==> config.mk <==
export PLATFORM = sky130hd
export DESIGN_NAME = jtag_l2_burst_bridge
export DESIGN_NICKNAME = d
export VERILOG_FILES = /design/src/rtl/jtag_l2_bridge_pkg.sv /design/src/rtl/jtag_l2_rd_fifo.sv /design/src/rtl/jtag_l2_burst_bridge.sv
export SDC_FILE = /design/constraint.sdc
export NUM_CORES = 1
export LEC_CHECK = 0
export BUFFER_PORTS_ARGS = -buffer_cell sky130_fd_sc_hd__buf_2
export CAP_MARGIN = 20
export CORE_MARGIN = 10
export CORE_UTILIZATION = 51
export CTS_CLUSTER_SIZE = 24
export DETAILED_ROUTE_END_ITERATION = 10
export PLACE_DENSITY_LB_ADDON = 0.3
export REMOVE_ABC_BUFFERS = 1
export SYNTH_ARGS = -nofsm -noshare
export SYNTH_HDL_FRONTEND = slang
export SYNTH_SLANG_ARGS = --single-unit
==> constraint.sdc <==
create_clock -name clk_i -period 4.62 [get_ports clk_i]
set_input_delay 0.231 -clock clk_i [delete_from_list [all_inputs] [get_ports clk_i]]
set_output_delay 0.231 -clock clk_i [all_outputs]
set_load 0.02 [all_outputs]
==> src/rtl/jtag_l2_bridge_pkg.sv <==
// Shared types and constants for the JTAG-to-L2 burst bridge.
//   state_e        : bridge FSM states
//   BEAT_BYTES     : byte increment between consecutive TCDM beats
//   TCDM_BE_FULL   : byte-enable for a full 32-bit word
//   TCDM_WEN_*     : TCDM write-enable encoding (active-low write)
package jtag_l2_bridge_pkg;

  typedef enum logic [2:0] {
    IDLE    = 3'd0,
    WR_DATA = 3'd1,
    WR_REQ  = 3'd2,
    RD_REQ  = 3'd3,
    RD_RESP = 3'd4
  } state_e;

  localparam int unsigned BEAT_BYTES     = 4;
  localparam logic [3:0]  TCDM_BE_FULL   = 4'hF;
  localparam logic        TCDM_WEN_WRITE = 1'b0;
  localparam logic        TCDM_WEN_READ  = 1'b1;

endpackage

==> src/rtl/jtag_l2_rd_fifo.sv <==
// Small synchronous FIFO buffering L2 read responses.
//   i_clk, rst_n : clock, asynchronous active-low reset
//   i_push/i_wdata : write side (ignored when full)
//   i_pop/o_rdata  : read side, o_rdata is the registered head entry
//   o_full, o_empty, o_count : occupancy status
module jtag_l2_rd_fifo #(
  parameter  int unsigned DEPTH = 2,
  parameter  int unsigned WIDTH = 32,
  localparam int unsigned CW    = $clog2(DEPTH + 1),
  localparam int unsigned PW    = (DEPTH > 1) ? $clog2(DEPTH) : 1
) (
  input  logic             i_clk,
  input  logic             rst_n,
  input  logic             i_push,
  input  logic [WIDTH-1:0] i_wdata,
  input  logic             i_pop,
  output logic [WIDTH-1:0] o_rdata,
  output logic             o_full,
  output logic             o_empty,
  output logic [CW-1:0]    o_count
);

  logic [WIDTH-1:0] r_mem [DEPTH];
  logic [PW-1:0]    r_wptr;
  logic [PW-1:0]    r_rptr;
  logic [CW-1:0]    r_count;
  logic             w_push;
  logic             w_pop;

  // Pointer advance with explicit wrap so non-power-of-two depths work.
  function automatic logic [PW-1:0] ptr_inc(input logic [PW-1:0] p);
    return (p == PW'(DEPTH - 1)) ? '0 : p + PW'(1);
  endfunction

  assign o_full  = (r_count == CW'(DEPTH));
  assign o_empty = (r_count == '0);
  assign o_count = r_count;
  assign o_rdata = r_mem[r_rptr];
  assign w_push  = i_push & ~o_full;
  assign w_pop   = i_pop & ~o_empty;

  // Pointers and occupancy.
  always_ff @(posedge i_clk or negedge rst_n) begin
    if (!rst_n) begin
      r_wptr  <= '0;
      r_rptr  <= '0;
      r_count <= '0;
    end else begin
      if (w_push) r_wptr <= ptr_inc(r_wptr);
      if (w_pop)  r_rptr <= ptr_inc(r_rptr);
      case ({w_push, w_pop})
        2'b10:   r_count <= r_count + CW'(1);
        2'b01:   r_count <= r_count - CW'(1);
        default: r_count <= r_count;
      endcase
    end
  end

  // Storage.
  always_ff @(posedge i_clk or negedge rst_n) begin
    if (!rst_n) begin
      for (int i = 0; i < int'(DEPTH); i++) r_mem[i] <= '0;
    end else if (w_push) begin
      r_mem[r_wptr] <= i_wdata;
    end
  end

endmodule

==> src/rtl/jtag_l2_burst_bridge.sv <==
// Burst-to-word bridge from the JTAG memory-access engine to the L2 TCDM port.
// One burst command (addr, len) becomes len+1 single-word TCDM transactions
// at addr, addr+4, ... ; read responses are buffered in a small FIFO.
//   clk_i, rst_n            : clock, asynchronous active-low reset
//   cmd_*                   : burst command handshake (we, addr, len)
//   wdata_*                 : write beat stream in
//   rdata_*                 : read beat stream out (FIFO head)
//   tcdm_*                  : single-word TCDM master port
//   busy_o, err_o           : activity flag, rejected-command pulse
module jtag_l2_burst_bridge
  import jtag_l2_bridge_pkg::*;
#(
  parameter int unsigned ADDR_WIDTH    = 32,
  parameter int unsigned DATA_WIDTH    = 32,
  parameter int unsigned LEN_WIDTH     = 8,
  parameter int unsigned RD_FIFO_DEPTH = 2
) (
  input  logic                  clk_i,
  input  logic                  rst_n,
  input  logic                  cmd_valid_i,
  output logic                  cmd_ready_o,
  input  logic                  cmd_we_i,
  input  logic [ADDR_WIDTH-1:0] cmd_addr_i,
  input  logic [LEN_WIDTH-1:0]  cmd_len_i,
  input  logic                  wdata_valid_i,
  output logic                  wdata_ready_o,
  input  logic [DATA_WIDTH-1:0] wdata_i,
  output logic                  rdata_valid_o,
  input  logic                  rdata_ready_i,
  output logic [DATA_WIDTH-1:0] rdata_o,
  output logic                  tcdm_req_o,
  input  logic                  tcdm_gnt_i,
  output logic [ADDR_WIDTH-1:0] tcdm_add_o,
  output logic                  tcdm_wen_o,
  output logic [DATA_WIDTH-1:0] tcdm_wdata_o,
  output logic [3:0]            tcdm_be_o,
  input  logic                  tcdm_r_valid_i,
  input  logic [DATA_WIDTH-1:0] tcdm_r_rdata_i,
  output logic                  busy_o,
  output logic                  err_o
);

  localparam int unsigned CNT_W = $clog2(RD_FIFO_DEPTH + 1);

  state_e                r_state;
  state_e                w_state_nxt;
  logic [ADDR_WIDTH-1:0] r_addr;
  logic [LEN_WIDTH-1:0]  r_len;
  logic [LEN_WIDTH-1:0]  r_cnt;
  logic [DATA_WIDTH-1:0] r_wdata;
  logic                  r_err;

  logic                  w_cmd_hs;
  logic                  w_misaligned;
  logic                  w_last;
  logic                  w_credit;
  logic                  w_rd_beat;
  logic                  w_step;
  logic                  w_push;
  logic                  w_fifo_full;
  logic                  w_fifo_empty;
  logic [CNT_W-1:0]      w_fifo_count;

  assign w_cmd_hs     = cmd_valid_i & cmd_ready_o;
  assign w_misaligned = |cmd_addr_i[1:0];
  assign w_last       = (r_cnt == r_len);
  // A read is only issued when its response is guaranteed a FIFO slot.
  assign w_credit     = (w_fifo_count < CNT_W'(RD_FIFO_DEPTH));
  assign w_rd_beat    = (r_state == RD_RESP) & tcdm_r_valid_i;
  assign w_step       = (((r_state == WR_REQ) & tcdm_gnt_i) | w_rd_beat) & ~w_last;
  assign w_push       = w_rd_beat & ~w_fifo_full;

  // State register.
  always_ff @(posedge clk_i or negedge rst_n) begin
    if (!rst_n) r_state <= IDLE;
    else        r_state <= w_state_nxt;
  end

  // Next-state logic.
  always_comb begin
    w_state_nxt = r_state;
    case (r_state)
      IDLE:    if (cmd_valid_i && !w_misaligned) w_state_nxt = cmd_we_i ? WR_DATA : RD_REQ;
      WR_DATA: if (wdata_valid_i) w_state_nxt = WR_REQ;
      WR_REQ:  if (tcdm_gnt_i) w_state_nxt = w_last ? IDLE : WR_DATA;
      RD_REQ:  if (tcdm_gnt_i && w_credit) w_state_nxt = RD_RESP;
      RD_RESP: if (tcdm_r_valid_i) w_state_nxt = w_last ? IDLE : RD_REQ;
      default: w_state_nxt = IDLE;
    endcase
  end

  // State-decoded handshake outputs.
  always_comb begin
    cmd_ready_o   = 1'b0;
    wdata_ready_o = 1'b0;
    tcdm_req_o    = 1'b0;
    tcdm_wen_o    = TCDM_WEN_READ;
    case (r_state)
      IDLE:    cmd_ready_o   = 1'b1;
      WR_DATA: wdata_ready_o = 1'b1;
      WR_REQ: begin
        tcdm_req_o = 1'b1;
        tcdm_wen_o = TCDM_WEN_WRITE;
      end
      RD_REQ:  tcdm_req_o = w_credit;
      default: ;
    endcase
  end

  // Burst address/counter, write-data holding register and error pulse.
  always_ff @(posedge clk_i or negedge rst_n) begin
    if (!rst_n) begin
      r_addr  <= '0;
      r_len   <= '0;
      r_cnt   <= '0;
      r_wdata <= '0;
      r_err   <= 1'b0;
    end else begin
      r_err <= w_cmd_hs & w_misaligned;
      if (w_cmd_hs) begin
        r_addr <= cmd_addr_i;
        r_len  <= cmd_len_i;
        r_cnt  <= '0;
      end
      if ((r_state == WR_DATA) && wdata_valid_i) r_wdata <= wdata_i;
      if (w_step) begin
        r_addr <= r_addr + ADDR_WIDTH'(BEAT_BYTES);
        r_cnt  <= r_cnt + LEN_WIDTH'(1);
      end
    end
  end

  jtag_l2_rd_fifo #(
    .DEPTH (RD_FIFO_DEPTH),
    .WIDTH (DATA_WIDTH)
  ) u_rd_fifo (
    .i_clk   (clk_i),
    .rst_n   (rst_n),
    .i_push  (w_push),
    .i_wdata (tcdm_r_rdata_i),
    .i_pop   (rdata_ready_i),
    .o_rdata (rdata_o),
    .o_full  (w_fifo_full),
    .o_empty (w_fifo_empty),
    .o_count (w_fifo_count)
  );

  assign tcdm_add_o    = r_addr;
  assign tcdm_wdata_o  = r_wdata;
  assign tcdm_be_o     = TCDM_BE_FULL;
  assign err_o         = r_err;
  assign rdata_valid_o = ~w_fifo_empty;
  assign busy_o        = (r_state != IDLE) | ~w_fifo_empty;

endmodule
==> flow_metrics.tcl, run 1 <==
set metrics [dict create \
    status "completed" \
    pre_cts_slack_ps 1997 \
    cp-end-kind "flip-flop" \
    cts_tree "built" \
    ys_seq_area_share_pct 52.13 \
    rsz0062_at_grt "no" \
    crit_slowest_cell "a21o_1" \
    io_pins 219 \
    drt_wl_total_mm 18.68 \
    power_density_nw_per_um2 681.1 \
    io_buffers 214 \
    ctsResizeCount 0 \
    drive_above_1_share_pct 47.39 \
    worstPathArrival_ps 2930 \
    setup_tns_ps 0 \
    antenna_found_initial 0 \
    fin_area_um2 9148 \
    pwr-share-clk_pct 21.6 \
    nets 944 \
    vias 5659 \
    antenna_cells 0 \
    fillers 1099 \
    peakVddDrop_mv 0.3220 \
    synth_edf_count 0 \
    avgRoutedWirePerCell_um 18.28 \
    fmax_mhz 379.5 \
    final_common_cell "buf_2" \
    slew_headroom_pct 35.72 \
    skew_ps 7.798 \
    hold_class "primary input to flip-flop" \
    route.detailed.drc 0 \
    antenna_left 0 \
    cts_buffers 17 \
    yosys_warnings 0 \
    cts_sinks 152 \
    async_flop_share_pct 100.0 \
    syn_inst 615 \
    synth_area_leaders "dfrtp_1 (52%), mux2_2 (20%), nand2_1 (4.0%)" \
    area_growth_pct 25.36 \
    coreArea_um2 13930 \
    grt_pass1_vias 6051 \
    gp_congestion 0.8487 \
    clkSlewWorstSetupHoldPaths_ps 60 \
    initial_core_util_pct 52.37 \
    worstMarginPinSlew_ps 964.1 \
    ys_seq_elements 152 \
    insertion_delay_ps 420 \
    synth-main-ff-cell "dfrtp_1" \
    internal_power_uw 3760 \
    post_dp_cell_area_um2 8484 \
    crit_fanout 24 \
    yosysTopAreaCell "dfrtp_1" \
    period_minus_slack_ps 2635 \
    synth_cell_types 56 \
    grt.total_usage_pct 19.06 \
    root_buffer "clkbuf_16" \
    synth_top_area_share_pct 52.13 \
    maxSlewViolCount 0 \
    layout_common_cells "buf_2 (213), dfrtp_1 (152), mux2_2 (131), nand2_1 (77), nand3_1 (29)" \
    grt_max_degree 108 \
    grt_pass1_wl_mm 30.50 \
    avgSynthCellArea_um2 11.87 \
    post_cts_buffers 0 \
    cts_hold_buf 7 \
    setup_viol 0 \
    drt_first_pass_iters 5 \
    htreeDepth 4 \
    ctsLongestPathBuffers 2 \
    max_stage_delay_ps 630 \
    drt_iter0_drc 297 \
    final_util_pct 65.65 \
    p_sw_uw 2470 \
    p_seq_share_pct 37.3 \
    dieArea_um2 19490 \
    via_per_inst 5.537 \
    cp-start-kind "flip-flop" \
    syn_area_um2 7297 \
    hpwl_mm 13.56 \
    sw_frac_of_total_pct 39.65 \
    fin_cells 1022 \
    p_leak_uw 0.004581 \
    comb_power_share_pct 41.1 \
    die_h_um 139.6 \
    path_class "flip-flop to flip-flop" \
    die_w_um 139.6 \
    grt.overflow.total 0 \
    row_count 43 \
    layout_setup_ws_ps 1985 \
    finalCritPeriodShare_pct 57.03 \
    cap_violations 0 \
    hold_violations 0 \
    crit_chain "xor2_1, nor4_4, a21o_1, buf_4, nor4_1, or3_1" \
    required_ps 4910 \
    post-place-cells 982 \
]
-- metrics by stage --
stage	hold slack, ps	total power [µW]
after global routing	18.08	6629
final	18.60	6230
after floorplan	-64.59	3979
after global placement	406.4	4797
after CTS	0.2875	6293
after detailed placement	416.6	4910
-- cell families (layout without fill, tap and decap cells) --
| logic type | Yosys count | after routing | share of synthesized area (%) |
|---|---|---|---|
| AND/OR/NAND/NOR | 177 | 177 | 12.79 |
| flip-flops | 152 | 152 | 52.13 |
| multiplexers | 141 | 141 | 21.59 |
| AO/OA/AOI/OAI | 73 | 73 | 7.665 |
| buffers and inverters | 53 | 277 | 3.464 |
| XOR/XNOR | 15 | 15 | 1.800 |
| adder cells (fa/ha/maj) | 3 | 3 | 0.5145 |
| other | 1 | 4 | 0.05139 |
-- flip-flops by register name, summed over array words and instances (netlist names) --
signal,cells
r_cnt,8
u_rd_fifo.r_mem,64
u_rd_fifo.r_rptr,1
u_rd_fifo.r_wptr,1
tcdm_wdata_o,32
r_state,3
tcdm_add_o,32
u_rd_fifo.o_count,2
r_len,8
err_o,1
-- final timing paths --
kind	from	end	slack [ps]	depth (start not counted)
worst max-delay path	r_cnt[3]	tcdm_add_o[11]	1990	6
worst min-delay path	cmd_len_i[2]	r_len[2]	20	3
worst max register to register	r_cnt[3]	tcdm_add_o[11]	1990	6
worst min register to register	u_rd_fifo.r_rptr	u_rd_fifo.r_rptr	470	1
max in group asynchronous	rst_n	u_rd_fifo.r_mem[21]	2950	3
min in group asynchronous	rst_n	u_rd_fifo.r_mem[18]	470	2
-- area by class of cell --
class	count	area [µm²]	share of cell area (%)
Clock buffer	19	432.9	4.733
Clock inverter	13	145.1	1.587
Inverter	14	52.55	0.5745
Multi-Input combinational cell	413	3258	35.62
Sequential cell	152	3804	41.58
Tap cell	180	225.2	2.462
Timing Repair Buffer	231	1230	13.45
-- Yosys cell counts (4+ instances only) --
library cell  number
nor4_1             4
xor2_1            10
nand3_1           29
nor3_1             6
o31ai_1            8
buf_2             19
buf_4              6
inv_1             14
and2_1             4
a21oi_1            5
clkbuf_1          13
mux2_2           131
nand2_1           77
nand4_1            8
o211ai_1          11
or3_1              7
or2_2              4
o311ai_0           4
nor2_1            13
a211o_1            6
o311ai_1           6
and3_1             6
dfrtp_1          152
a21o_1             6
xnor2_1            5
mux2i_1           10
o21ai_0            4
-- worst max-delay path: cells and delay by family (launching register included) --
family / cells / cell delay, ps
AOI/OAI and AO/OA: 1 / 630
xor gates and xnor gates: 1 / 190
buffers and inverters: 1 / 390
DFF: 1 / 440
and+or+nand+nor: 3 / 860
-- power groups by stage --
stage,Combinational [µW],Sequential (µW),Clock (µW)
final,2560,2320,1350
after global routing,2790,2400,1440
after CTS,2590,2320,1380
after detailed placement,2570,2340,0
after global placement,2510,2290,0
after floorplan,1360,2620,0
-- layer usage --
metal | vias up | routed length (µm) | track usage [%]
met4 | 0 | 191 | 5.870
met5 | - | 0 | 0
li1 | 2657 | - | -
met2 | 227 | 9173 | 31.33
met1 | 2754 | 7814 | 23.25
met3 | 21 | 1498 | 6.329
No activity file was read; power rests on OpenSTA's default activity.
==> run 2: changes to the inputs <==
==> constraint.sdc (replaced) <==
create_clock -name clk_i -period 2.5 [get_ports clk_i]
set_input_delay 0.125 -clock clk_i [delete_from_list [all_inputs] [get_ports clk_i]]
set_output_delay 0.125 -clock clk_i [all_outputs]
set_load 0.02 [all_outputs]
==> run 2 against run 1 <==
Net effect: sequential share of layout area decreased by 4.3 points; critical path depth unchanged; core utilization increased by 7.6 points; die area unchanged; register-to-register slack got worse by 1600 ps; global-route usage increased by 2.2 points; count of clock-buffer cells in the layout increased by 1; worst setup slack got worse by 1600 ps; critical path type unchanged.
==> flow_metrics.tcl, run 2 (same netlist as run 1, synthesis figures left out) <==
set metrics [dict create \
    status "completed" \
    cts_buffers 17 \
    die_h_um 139.6 \
    hold_slack_ps 18.45 \
    hold_class "primary input to flip-flop" \
    cp-end-kind "flip-flop" \
    cap_violations 0 \
    antenna_found_initial 0 \
    required_ps 2810 \
    ctsLongestPathBuffers 2 \
    p_total_uw 11940 \
    rsz0062_at_grt "no" \
    gp_congestion 0.9104 \
    clkSlewWorstSetupHoldPaths_ps 60 \
    cts_sinks 152 \
    maxSlewViolCount 0 \
    dieArea_um2 19490 \
    area_growth_pct 39.92 \
    largest_reg_flops 64 \
    crit_slowest_cell "dfrtp_1" \
    via_per_inst 5.468 \
    setup_viol 0 \
    root_buffer "clkbuf_16" \
    die_w_um 139.6 \
    post_cts_buffers 0 \
    layout_setup_ws_ps 343.7 \
    nets 1043 \
    worstMarginPinSlew_ps 512.5 \
    post-place-cells 989 \
    finalCritPeriodShare_pct 86.25 \
    p_leak_uw 0.005041 \
    grt.overflow.total 0 \
    crit_fanout 11 \
    peakVddDrop_mv 0.6348 \
    vias 6130 \
    grt_pass1_wl_mm 34.18 \
    worstPathArrival_ps 2460 \
    grt_max_degree 49 \
    row_count 43 \
    grt.total_usage_pct 21.30 \
    fin_cells 1121 \
    initial_core_util_pct 52.37 \
    insertion_delay_ps 420 \
    drt_first_pass_iters 5 \
    multi_input_area_um2 3258 \
    io_buffers 214 \
    slew_headroom_pct 65.52 \
    drive_above_1_share_pct 43.04 \
    ff_latch_area_um2 3804 \
    antenna_left 0 \
    cts_tree "built" \
    fmax_mhz 463.8 \
    io_pins 219 \
    crit_chain "and4bb_1, a41oi_1, a21oi_2, buf_4, mux2_2, a21o_1" \
    power_density_nw_per_um2 1169 \
    hold_violations 0 \
    final_common_cell "buf_2" \
    path_class "flip-flop to flip-flop" \
    period_minus_slack_ps 2156 \
    pre_cts_slack_ps 373.7 \
    avgRoutedWirePerCell_um 18.74 \
    route.detailed.drc 0 \
    drt_iter0_drc 331 \
    drt_wl_total_mm 21.01 \
    cp-start-kind "flip-flop" \
    skew_ps 6.973 \
    antenna_cells 0 \
    layout_common_cells "buf_2 (213), dfrtp_1 (152), mux2_2 (131), dlygate4sd3_1 (100), nand2_1 (77)" \
    grt_pass1_vias 6742 \
    max_stage_delay_ps 490 \
    hpwl_mm 13.87 \
    coreArea_um2 13930 \
    htreeDepth 4 \
    regMostFlops "u_rd_fifo.r_mem" \
    fillers 928 \
]
[run 2: cell count changes in the layout (fill, tap and decap cells not counted)]
cell	delta
dlygate4sd3_1	+93
buf_12	+4
inv_6	-4
buf_4	+3
bufinv_16	+2
buf_8	-1
clkbuf_8	+1
clkinv_2	+1
[run 2: metal layers]
| metal | track usage, % | vias to the layer above | wire length (µm) |
|---|---|---|---|
| met5 | 0 | - | 0 |
| met1 | 23.95 | 2986 | 8274 |
| li1 | - | 2851 | - |
| met3 | 6.465 | 38 | 1506 |
| met2 | 37.54 | 255 | 10850 |
| met4 | 7.120 | 0 | 376 |
[run 2: through the flow]
| stage | setup TNS, ps | instance area (µm²) | utilization (%) |
|---|---|---|---|
| finish | 0 | 10210 | 73.27 |
| global route | 0 | 10210 | 73.27 |
| CTS | 0 | 10210 | 73.27 |
| detailed placement | 0 | 8587 | 61.62 |
| global placement | 0 | 8587 | 61.62 |
| floorplan | -14150 | 7108 | - |
[run 2: timing repair]
| item | 4_1_cts | 5_1_grt |
|---|---|---|
| hold buffers | 100 | 0 |
| resized for setup | 0 | 0 |
| hold endpoints to repair | 176 | 0 |
[run 2: final timing paths]
kind                                  start             endpoint  slack [ps]  cells past startpoint
hold / removal               cmd_addr_i[20]       tcdm_add_o[20]          20                      4
setup reg to reg                 r_state[1]       tcdm_add_o[30]         340                      6
setup / recovery                 r_state[1]       tcdm_add_o[30]         340                      6
min in group asynchronous             rst_n  u_rd_fifo.r_mem[12]         200                      2
max in group asynchronous             rst_n             r_cnt[1]        1510                      3
hold reg to reg            u_rd_fifo.r_rptr     u_rd_fifo.r_rptr         470                      1
[run 2: cell type report]
class	count	area share, %
flip-flops and latches	152	37.25
multi-input cells	413	31.91
repair buffers	330	22.02
clock buffers	20	4.375
well taps	180	2.206
clock inverters	12	1.716
inverters	14	0.5147
[run 2: power by group]
part	total (µW)	switching, µW	internal, µW	leakage (µW)
Combinational	4940	2800	2140	0.00279
Clock	2680	985	1690	0.000296
Sequential	4320	856	3470	0.00195
[run 2: worst max-delay path, delay by kind of cell, from the launching register on]
kind                   cells  cell delay, ps
AO/OA/AOI/OAI              3             630
multiplexers               1             350
AND/OR/NAND/NOR            1             330
flip-flops                 1             490
buffers and inverters      1             250
==> run 3: changes to the inputs <==
--- a/config.mk
+++ b/config.mk
@@ -5,6 +5,8 @@
 export SDC_FILE = /design/constraint.sdc
 export NUM_CORES = 1
 export LEC_CHECK = 0
+export ABC_AREA = 1
+export ABC_CLOCK_PERIOD_IN_PS = 2500
 export BUFFER_PORTS_ARGS = -buffer_cell sky130_fd_sc_hd__buf_2
 export CAP_MARGIN = 20
 export CORE_MARGIN = 10
==> run 3 against run 2 <==
Net effect: critical endpoint is now rdata_o[22]; largest cell class unchanged; worst setup slack better by 110 ps; core utilization decreased by 3.0 points; clock power down 5%; die area increased by 6.4%; sequential cell count unchanged; routed wire length up 6.2%; highest routed layer unchanged; via count increased by 21%; hold slack about the same; first-iteration DRC count up 61%.
==> flow_metrics.tcl, run 3 <==
set metrics [dict create \
    p_leak_uw 0.005525 \
    m1WireLength_mm 9.135 \
    io_pins 219 \
    crit_chain "clkinv_1, buf_12, nand2_1, nand2_1, buf_2" \
    path_class "flip-flop to output pin" \
    route.detailed.drc 0 \
    row_count 45 \
    power_density_nw_per_um2 1188 \
    drt_wl_total_mm 22.31 \
    max_stage_delay_ps 470 \
    synth_cell_types 33 \
    antenna_left 0 \
    final_common_cell "nand2_1" \
    via_per_inst 4.940 \
    yosys_warnings 0 \
    critPathTopFamily "buffers and inverters" \
    vias 7410 \
    async_flop_share_pct 100.0 \
    grt_pass1_wl_mm 35.85 \
    period_minus_slack_ps 2044 \
    area_growth_pct 35.80 \
    crit_slowest_cell "clkinv_1" \
    grt_pass1_vias 7336 \
    synth_top_area_share_pct 48.50 \
    final_util_pct 70.32 \
    gp_congestion 0.9541 \
    avgRoutedWirePerCell_um 14.87 \
    drt_iter0_drc 532 \
    cp-start-kind "flip-flop" \
    drt_first_pass_iters 4 \
    synth-main-ff-cell "dfrtp_1" \
    fmax_mhz 489.3 \
    cts_tree "built" \
    drive_above_1_share_pct 25.11 \
    coreArea_um2 15150 \
    grt_max_degree 75 \
    cp_common_cell "nand2_1" \
    hpwl_mm 14.82 \
    largest_reg_flops 64 \
    ctsLongestPathBuffers 2 \
    dieArea_um2 20740 \
    clkSlewWorstSetupHoldPaths_ps 60 \
    synth_area_leaders "dfrtp_1 (49%), nand2_1 (18%), nand3_1 (5.4%)" \
    finalCritPeriodShare_pct 81.74 \
    cap_violations 0 \
    worstPathArrival_ps 1920 \
    cts_sinks 152 \
    syn_area_um2 7843 \
    hold_class "primary input to flip-flop" \
    cp-end-kind "output pin" \
    nets 1412 \
    insertion_delay_ps 420 \
    avgSynthCellArea_um2 7.930 \
    status "completed" \
    initial_core_util_pct 51.78 \
    antenna_found_initial 1 \
    hold_violations 0 \
    grt.total_usage_pct 21.40 \
    skew_ps 9.929 \
    wl_met3_mm 1.679 \
    worst-path-buf-inv 3 \
    timing.rr.end "u_rd_fifo.o_count[1]" \
    cts_buffers 17 \
    synth_most_common_cell "nand2_1" \
    root_buffer "clkbuf_16" \
    ff2ff_setup_slack_ps 660 \
    maxSlewViolCount 0 \
    wl_met2_mm 10.97 \
    ctsResizeCount 0 \
    hold_slack_ps 18.60 \
    ys_seq_elements 152 \
    syn_inst 989 \
    setup_viol 0 \
    synthTopCellsByCount "nand2_1 (386), dfrtp_1 (152), inv_1 (89)" \
    slew_headroom_pct 46.83 \
    required_ps 2380 \
    peakVddDrop_mv 0.5090 \
    layout_common_cells "nand2_1 (385), buf_2 (213), dfrtp_1 (152), dlygate4sd3_1 (103), inv_1 (89)" \
    die_w_um 144.0 \
    worstMarginPinSlew_ps 796.4 \
    htreeDepth 4 \
    crit_end "rdata_o[22]" \
    crit_fanout 18 \
    rsz0062_at_grt "no" \
    synth_edf_count 0 \
    dr.max_layer_used "met4" \
    io_buffers 214 \
    cp.depth 5 \
    crit_start "u_rd_fifo.r_rptr" \
    yosysTopAreaCell "dfrtp_1" \
    regMostFlops "u_rd_fifo.r_mem" \
    die_h_um 144.0 \
    grt.overflow.total 0 \
    ys_seq_area_share_pct 48.50 \
    timing.rr.start "r_state[1]" \
    reg2regPathDepth 10 \
]
-- run 3: cells by family after synthesis --
family	Yosys count	synth area share (%)
AO/OA/AOI/OAI	96	7.530
flip-flops	152	48.50
multiplexers	32	4.595
buffers and inverters	137	8.105
adder cells (fa/ha/maj)	3	0.4787
AND/OR/NAND/NOR	547	28.40
other	1	0.04782
XOR/XNOR	21	2.345
-- run 3: cell type report --
type                            instances  area, µm²
Fill cell                            1210       4496
Sequential cell                       152       3804
Multi-Input combinational cell        703       3417
Timing Repair Buffer                  329       2248
Clock buffer                           20      446.7
Inverter                               94      352.8
Tap cell                              188      235.2
Clock inverter                         12      141.4
Antenna cell                            2      5.005
-- run 3: worst min path at each step --
stage | cells past startpoint | start | end | slack [ps]
6_report | 3 | rdata_ready_i | u_rd_fifo.r_rptr | 20
5_1_grt | 3 | cmd_addr_i[1] | err_o | 40
4_1_cts | 3 | cmd_addr_i[0] | tcdm_add_o[0] | 6
3_5_place_dp | 1 | rst_n | u_rd_fifo.r_mem[5] | 200
3_3_place_gp | 1 | rst_n | u_rd_fifo.r_mem[37] | 200
2_1_floorplan | 0 | rst_n | err_o | -170
-- run 3: report_power, final --
group          internal, µW  switching, µW  leakage [µW]
registers              3600            851       0.00195
logic                  2100           3550       0.00330
clock network          1510           1040      0.000270
-- run 3: tightest hold or removal path, cell delays in order --
cell and delay (ps):
buf_2 90, nand2_1 100, xor2_1 80
-- run 3: repair_timing --
action | CTS | global route
setup buffers | 0 | 0
hold buffers | 103 | 0
hold endpoints to repair | 204 | 0
setup endpoints to repair | 0 | 0
-- run 3: per-stage QoR --
| stage | power (µW) | TNS [ps] | instances | setup WS [ps] | instance area (µm²) |
|---|---|---|---|---|---|
| 2_1_floorplan | 8000 | -5747 | 949 | -166.8 | 7571 |
| 3_3_place_gp | 9831 | 0 | 1363 | 730.9 | 9026 |
| 3_5_place_dp | 9984 | 0 | 1363 | 677.4 | 9026 |
| 4_1_cts | 12700 | 0 | 1498 | 437.7 | 10650 |
| 5_1_grt | 13540 | 0 | 1499 | 385.2 | 10650 |
| 6_report | 12660 | 0 | 1500 | 456.4 | 10650 |
-- run 3: routing by layer --
metal	GRT usage, %	vias up
li1	-	3717
met3	5.576	38
met5	0	-
met4	8.705	0
met2	35.97	231
met1	25.54	3424
